$ cat src/rtl/uart_tx_fifo.sv
// uart_tx_fifo: byte FIFO between a producer and the UART transmitter.
//   Producers push with wr_en/wr_data; the FIFO drains into the transmitter
//   through its start/txe handshake, so producers never track serial timing.
// Ports:
//   clk, nrst        clock, async active-low reset
//   wr_en, wr_data   push strobe and byte (dropped while full)
//   full, empty      registered fill flags
//   level            number of stored bytes (0..DEPTH)
//   overflow         sticky: a push was attempted while full
//   clr_overflow     synchronous clear (a same-cycle overflow set wins)
//   tx_txe           transmitter buffer-empty flag
//   tx_start         start strobe to the transmitter (combinational)
//   tx_data          head of queue, valid whenever empty is low
module uart_tx_fifo #(
  parameter int DEPTH = 16,
  parameter int WIDTH = 8
) (
  input  logic                       clk,
  input  logic                       nrst,
  input  logic                       wr_en,
  input  logic [WIDTH-1:0]           wr_data,
  output logic                       full,
  output logic                       empty,
  output logic [$clog2(DEPTH):0]     level,
  output logic                       overflow,
  input  logic                       clr_overflow,
  input  logic                       tx_txe,
  output logic                       tx_start,
  output logic [WIDTH-1:0]           tx_data
);

  localparam int AW = $clog2(DEPTH);
  localparam int LW = AW + 1;

  logic [WIDTH-1:0] mem [DEPTH];
  logic [AW-1:0]    rd_ptr, wr_ptr;
  logic             holdoff;
  logic             push, pop;

  assign full     = (level == LW'(DEPTH));
  assign empty    = (level == '0);
  // holdoff masks the cycle where the transmitter has taken the byte but
  // has not yet dropped txe; without it one transmission would pop twice.
  assign tx_start = !empty && tx_txe && !holdoff;
  assign tx_data  = mem[rd_ptr];

  // Both decisions use registered level, so a push into an empty FIFO
  // cannot pop in the same cycle and a push while full is always rejected.
  assign push = wr_en && !full;
  assign pop  = tx_start;

  // Storage is not reset; rd/wr pointers alone define what is valid.
  always_ff @(posedge clk) begin
    if (push) mem[wr_ptr] <= wr_data;
  end

  always_ff @(posedge clk or negedge nrst) begin
    if (!nrst) begin
      rd_ptr   <= '0;
      wr_ptr   <= '0;
      level    <= '0;
      holdoff  <= 1'b0;
      overflow <= 1'b0;
    end else begin
      if (push) wr_ptr <= wr_ptr + 1'b1;
      if (pop)  rd_ptr <= rd_ptr + 1'b1;
      holdoff <= pop;
      case ({push, pop})
        2'b10:   level <= level + 1'b1;
        2'b01:   level <= level - 1'b1;
        default: level <= level;
      endcase
      if (wr_en && full)     overflow <= 1'b1;
      else if (clr_overflow) overflow <= 1'b0;
    end
  end

endmodule
$ cat config.mk
export PLATFORM = sky130hd
export DESIGN_NAME = uart_tx_fifo
export DESIGN_NICKNAME = d
export VERILOG_FILES = /design/src/rtl/uart_tx_fifo.sv
export SDC_FILE = /design/constraint.sdc
export NUM_CORES = 1
export LEC_CHECK = 0
export ABC_AREA = 1
export BUFFER_PORTS_ARGS = -buffer_cell sky130_fd_sc_hd__buf_2
export CORE_ASPECT_RATIO = 0.7
export CORE_MARGIN = 4
export CORE_UTILIZATION = 35
export CTS_BUF_LIST = sky130_fd_sc_hd__clkbuf_16
export CTS_CLUSTER_DIAMETER = 150
export DETAILED_ROUTE_END_ITERATION = 7
export SYNTH_ARGS = -nofsm -noshare
export SYNTH_HDL_FRONTEND = slang
export SYNTH_SLANG_ARGS = --single-unit
$ cat constraint.sdc
create_clock -name clk -period 3.1 [get_ports clk]
set_clock_uncertainty 0.15 [all_clocks]
set_input_delay 0.155 -clock clk [delete_from_list [all_inputs] [get_ports clk]]
set_output_delay 0.155 -clock clk [all_outputs]
set_load 0.02 [all_outputs]
Word level (Yosys, flattened, before mapping) --
Memories as Yosys holds them, arrays and structs flattened. Cells that the tools add are included.
Operators by class: muxes and demuxes 5, reductions and logical operators 10, eq/ne operators 3, add/sub/neg operators 4
Operators with widths (count):
- 5-bit case mux with 2 select lines | 1
- 4-bit by 1-bit adder with 4-bit output (second input constant) | 2
- 5-bit by 1-bit adder with 5-bit output (second input constant) | 1
- 5-bit equality test (second input constant) | 1
- 5-bit logical NOT | 1
- 5-bit by 1-bit subtractor with 5-bit output (second input constant) | 1
- 1-bit logical AND | 4
- 1-bit two-way mux | 4
- 2-bit nonzero test | 2
- 1-bit logical NOT | 3
- 2-bit by 1-bit equality test with 1-bit output (second input constant) | 1
- 2-bit equality test (second input constant) | 1
Word-level totals: memories 1, output and inout port bits 17, logic and storage cells 28, bits in writable memories 128, bits in registers 15, input port bits 13
Memories:
- mem | depth 16, bits a word 8, rd ports 1, clocked after memory_dff 0, wr ports 1, line 35 | logic [WIDTH-1:0] mem [DEPTH];

Logic depth before layout (Yosys ltp) --
depth after elaboration 6, depth in mapped cells 15

Least setup slack after synthesis --
No wires, ideal clock.
path type register -> register, start point register level[0], end point register level[4], setup slack 0.666 ns, setup time 0.116 ns, data arrival time 2.168 ns, cell stages (with the launch flop) 16, period minus slack after synthesis 2.434 ns, cells stage by stage dfrtp_1 > inv_1 > nand4_1 > nand2_1 > inv_1 > ha_1 > inv_1 > fa_1 > inv_1 > nand2_1 > nand2_1 > nand2_1 > nand2_1 > nand2_1 > nand2_1 > nand2_1
On the way: cells in the longest elaborated chain, start to end 6, elaborated cells on any way between the ends 13
Ends and longest elaborated chain:
- start, declared | line 24 | output logic [$clog2(DEPTH):0] level,
- start signal, assigned | line 69 | 2'b10: level <= level + 1'b1;
- start signal, assigned | line 70 | 2'b01: level <= level - 1'b1;
- start signal, assigned | line 71 | default: level <= level;
- 5-bit logical NOT * | line 41 | assign empty = (level == '0);
- 1-bit logical NOT * | line 44 | assign tx_start = !empty && tx_txe && !holdoff;
- 1-bit logical AND * (2 in a row) | line 44
- net tx_start | line 28 | output logic tx_start,
- 2-bit by 1-bit equality test with 1-bit output / 2-bit equality test (equally long branches) | line 68 | case ({push, pop})
- 5-bit case mux with 2 select lines / 2-bit nonzero test (equally long branches)
Mark *: on every way through the listed nets, which the timed path passes. The rest lies on a longest branch. A chain may end at the register's enable or synchronous reset.

Final worst setup path --
start point register rd_ptr[0], end point output tx_data[1]
On the way: cells in the longest elaborated chain, start to end 1
Ends and longest elaborated chain:
- start, declared | line 36 | logic [AW-1:0] rd_ptr, wr_ptr;
- start signal, assigned | line 66 | if (pop) rd_ptr <= rd_ptr + 1'b1;
- memory read 16 x 8 bit
- end, declared | line 29 | output logic [WIDTH-1:0] tx_data
Every way passes these cells.

==> flow_summary.toml <==
[timing]
slew_headroom = 0.417
rsz0062_at_grt = "no"
hold_viol_final = 0
setup-violations-final = 0
hold_ws_ns = 0.0227
slew_viol_final = 0
tns_ns = 0
tightest_slew_ns = 0.871
fin_crit_sh = 0.856
setup_ws_ns = 0.446
final.min_clock_period_ns = 2.65
max_freq_mhz = 377

[final_layout]
layout.cells.non_filler = 909
design_area_um2 = 7370
drive_above_1_share = 0.108
postLayoutCoreUtil = 0.423
nets = 688
antennaDiodeCount = 0
layout_common_cells = "nand2_1, edfxtp_1, inv_1"
syn2layout_area_growth_pct = 16.9
mostFrequentLayoutCell = "nand2_1"

[clock_network]
cts_made_buffers = 17
numClockSinks = 143
cts_tree = "built"
clockRootBuffer = "clkbuf_16"
cts-resized-gates = 0
clk_pin_slew_ns = 0.06
max-clock-path-buffers = 2
htreeDepth = 4
insertion_delay_ns = 0.41

[power_and_ir_drop]
power_leakage_nw = 3.17
powerDensity_nw_per_um2 = 959
pwr-share-seq = 0.353
total_power_mw = 7.06
clock_power_share = 0.320
p_switching_mw = 2.60
ir_drop_mv = 0.375
internal-power_mw = 4.47
combPwrFrac = 0.327
switching_share = 0.368

[grt]
grt_use_total = 0.147
grt_pass1_wl_mm = 22.7
grt_antenna_before_repair = 0
grt_pass1_vias = 4106
grt_overflow = 0
grt_max_degree = 82

[logic_synthesis]
yosysWarnings = 0
synth.distinct_cells = 21
synth_top_family_by_area = "simple AND/OR/NAND/NOR gates"
synth_compound_area_frac = 0.00477
synth_largest_area_cell = "edfxtp_1"
synthesis.nets = 651
yosys-top-cells-area = "edfxtp_1, nand2_1, dfrtp_1"
postSynthAreaPerCell_um2 = 10.0
syn_inst = 628
synthSimpleGateAreaFrac = 0.232
synth_mux_area_frac = 0
synth_seq_cells = 143
synth-xor-area-share = 0.0111
synth_top_area_frac = 0.610
syn-cell-area_um2 = 6300
synth_seq_area_share = 0.670
synth-adder-area-share = 0.0210

[place]
place_area_um2 = 6670
finalWeightedCongestion = 0.833
port_buffers = 29
post-place-cells = 873
pre_cts_ws_ns = 0.648
dp.final_hpwl_mm = 9.35

[worst_setup_path]
cp_data_required_time_ns = 2.79
endpoint_kind = "output pin"
critPathLaunchType = "flop"
crit_fanout = 81
arrival_ns = 2.35
path_class = "flop to output pin"

[drt]
first_pass_iters = 5
drt_iter0_drc = 346
wire_per_inst_um = 15.6
wl_mm = 14.2
drtAntennaViolNets = 0
drc = 0
num_vias = 4265
via_per_inst = 4.69

[floorplanning]
num_rows = 40
core_um2 = 17400
dieArea_um2 = 20200
dieWidth_um = 168
start_util = 0.362
pin_count = 30
fp.dieH_um = 120

[hold_path]
hp-class = "input pin to async pin"

[run]
drv_cap = 0

[run_status]
outcome = "finished, final reports clean"
==> Yosys cell counts <==
cell,count
nand2_1,240
edfxtp_1,128
inv_1,70
nor2_1,68
nand3_1,53
dfrtp_1,15
buf_2,14
ha_1,9
o21ai_0,6
xor2_1,5
clkbuf_1,3
inv_2,3
nand4_1,3
xnor2_1,3
buf_4,2
buf_1,1
buf_6,1
fa_1,1
nand2_2,1
nor2_4,1
or2_2,1
==> power groups by stage <==
stage          logic (mW)  registers, mW  clock network, mW
2_1_floorplan        1.60           2.53                  0
3_3_place_gp         2.28           2.52                  0
3_5_place_dp         2.31           2.53                  0
4_1_cts              2.33           2.49               2.30
5_1_grt              2.59           2.52               2.40
6_report             2.31           2.50               2.26
==> critical path, cell delays in order (launching register included) <==
cell     delay, ns
dfrtp_2       0.36
buf_4         0.62
nand2_1       0.12
nand3_1       0.12
nand3_1       0.22
nand2_1       0.15
nand2_1       0.07
buf_2         0.16
==> cell type report <==
type / count / area (um^2)
Clock buffer: 17 / 425
Clock inverter: 15 / 233
Fill cell: 1650 / 10000
Inverter: 73 / 274
Multi-Input combinational cell: 391 / 1700
Sequential cell: 143 / 4220
Tap cell: 231 / 289
Timing Repair Buffer: 39 / 230
==> cells by family (layout without fill, tap and decap cells) <==
| kind of cell | Yosys count | count (layout) |
|---|---|---|
| simple gates | 367 | 367 |
| flops | 143 | 143 |
| compound gates | 6 | 6 |
| fa+ha+maj | 10 | 10 |
| buf+inv | 94 | 144 |
| xor+xnor | 8 | 8 |
==> timing repair <==
action | in CTS | in global routing
hold buffers | 4 | 0
setup buffers | 0 | 0
endpoints found under the hold margin | 20 | 0
==> routing by layer <==
layer | share of wire | track usage | vias to the layer above
li1 | - | - | 2088
met1 | 0.50 | 0.220 | 2056
met2 | 0.44 | 0.219 | 108
met3 | 0.055 | 0.0294 | 13
met4 | 0.0098 | 0.0421 | 0
met5 | 0 | 0 | -
==> flip-flops by register name (all words and copies together) (netlist names) <==
register	count
overflow	1
holdoff	1
mem	128
level	5
rd_ptr	4
wr_ptr	4
==> final timing paths <==
check | from | endpoint | slack [ns] | cells after the start
min reg2reg | level[0] | level[0] | 0.37 | 1
max | rd_ptr[0] | tx_data[1] | 0.45 | 7
max reg2reg | level[4] | level[4] | 0.63 | 15
min | nrst | overflow | 0.02 | 2
max in group asynchronous | nrst | rd_ptr[0] | 2.50 | 2
min in group clk | wr_data[0] | mem[8][0] | 0.02 | 1
Note: power is estimated with default switching activity, not from simulation.
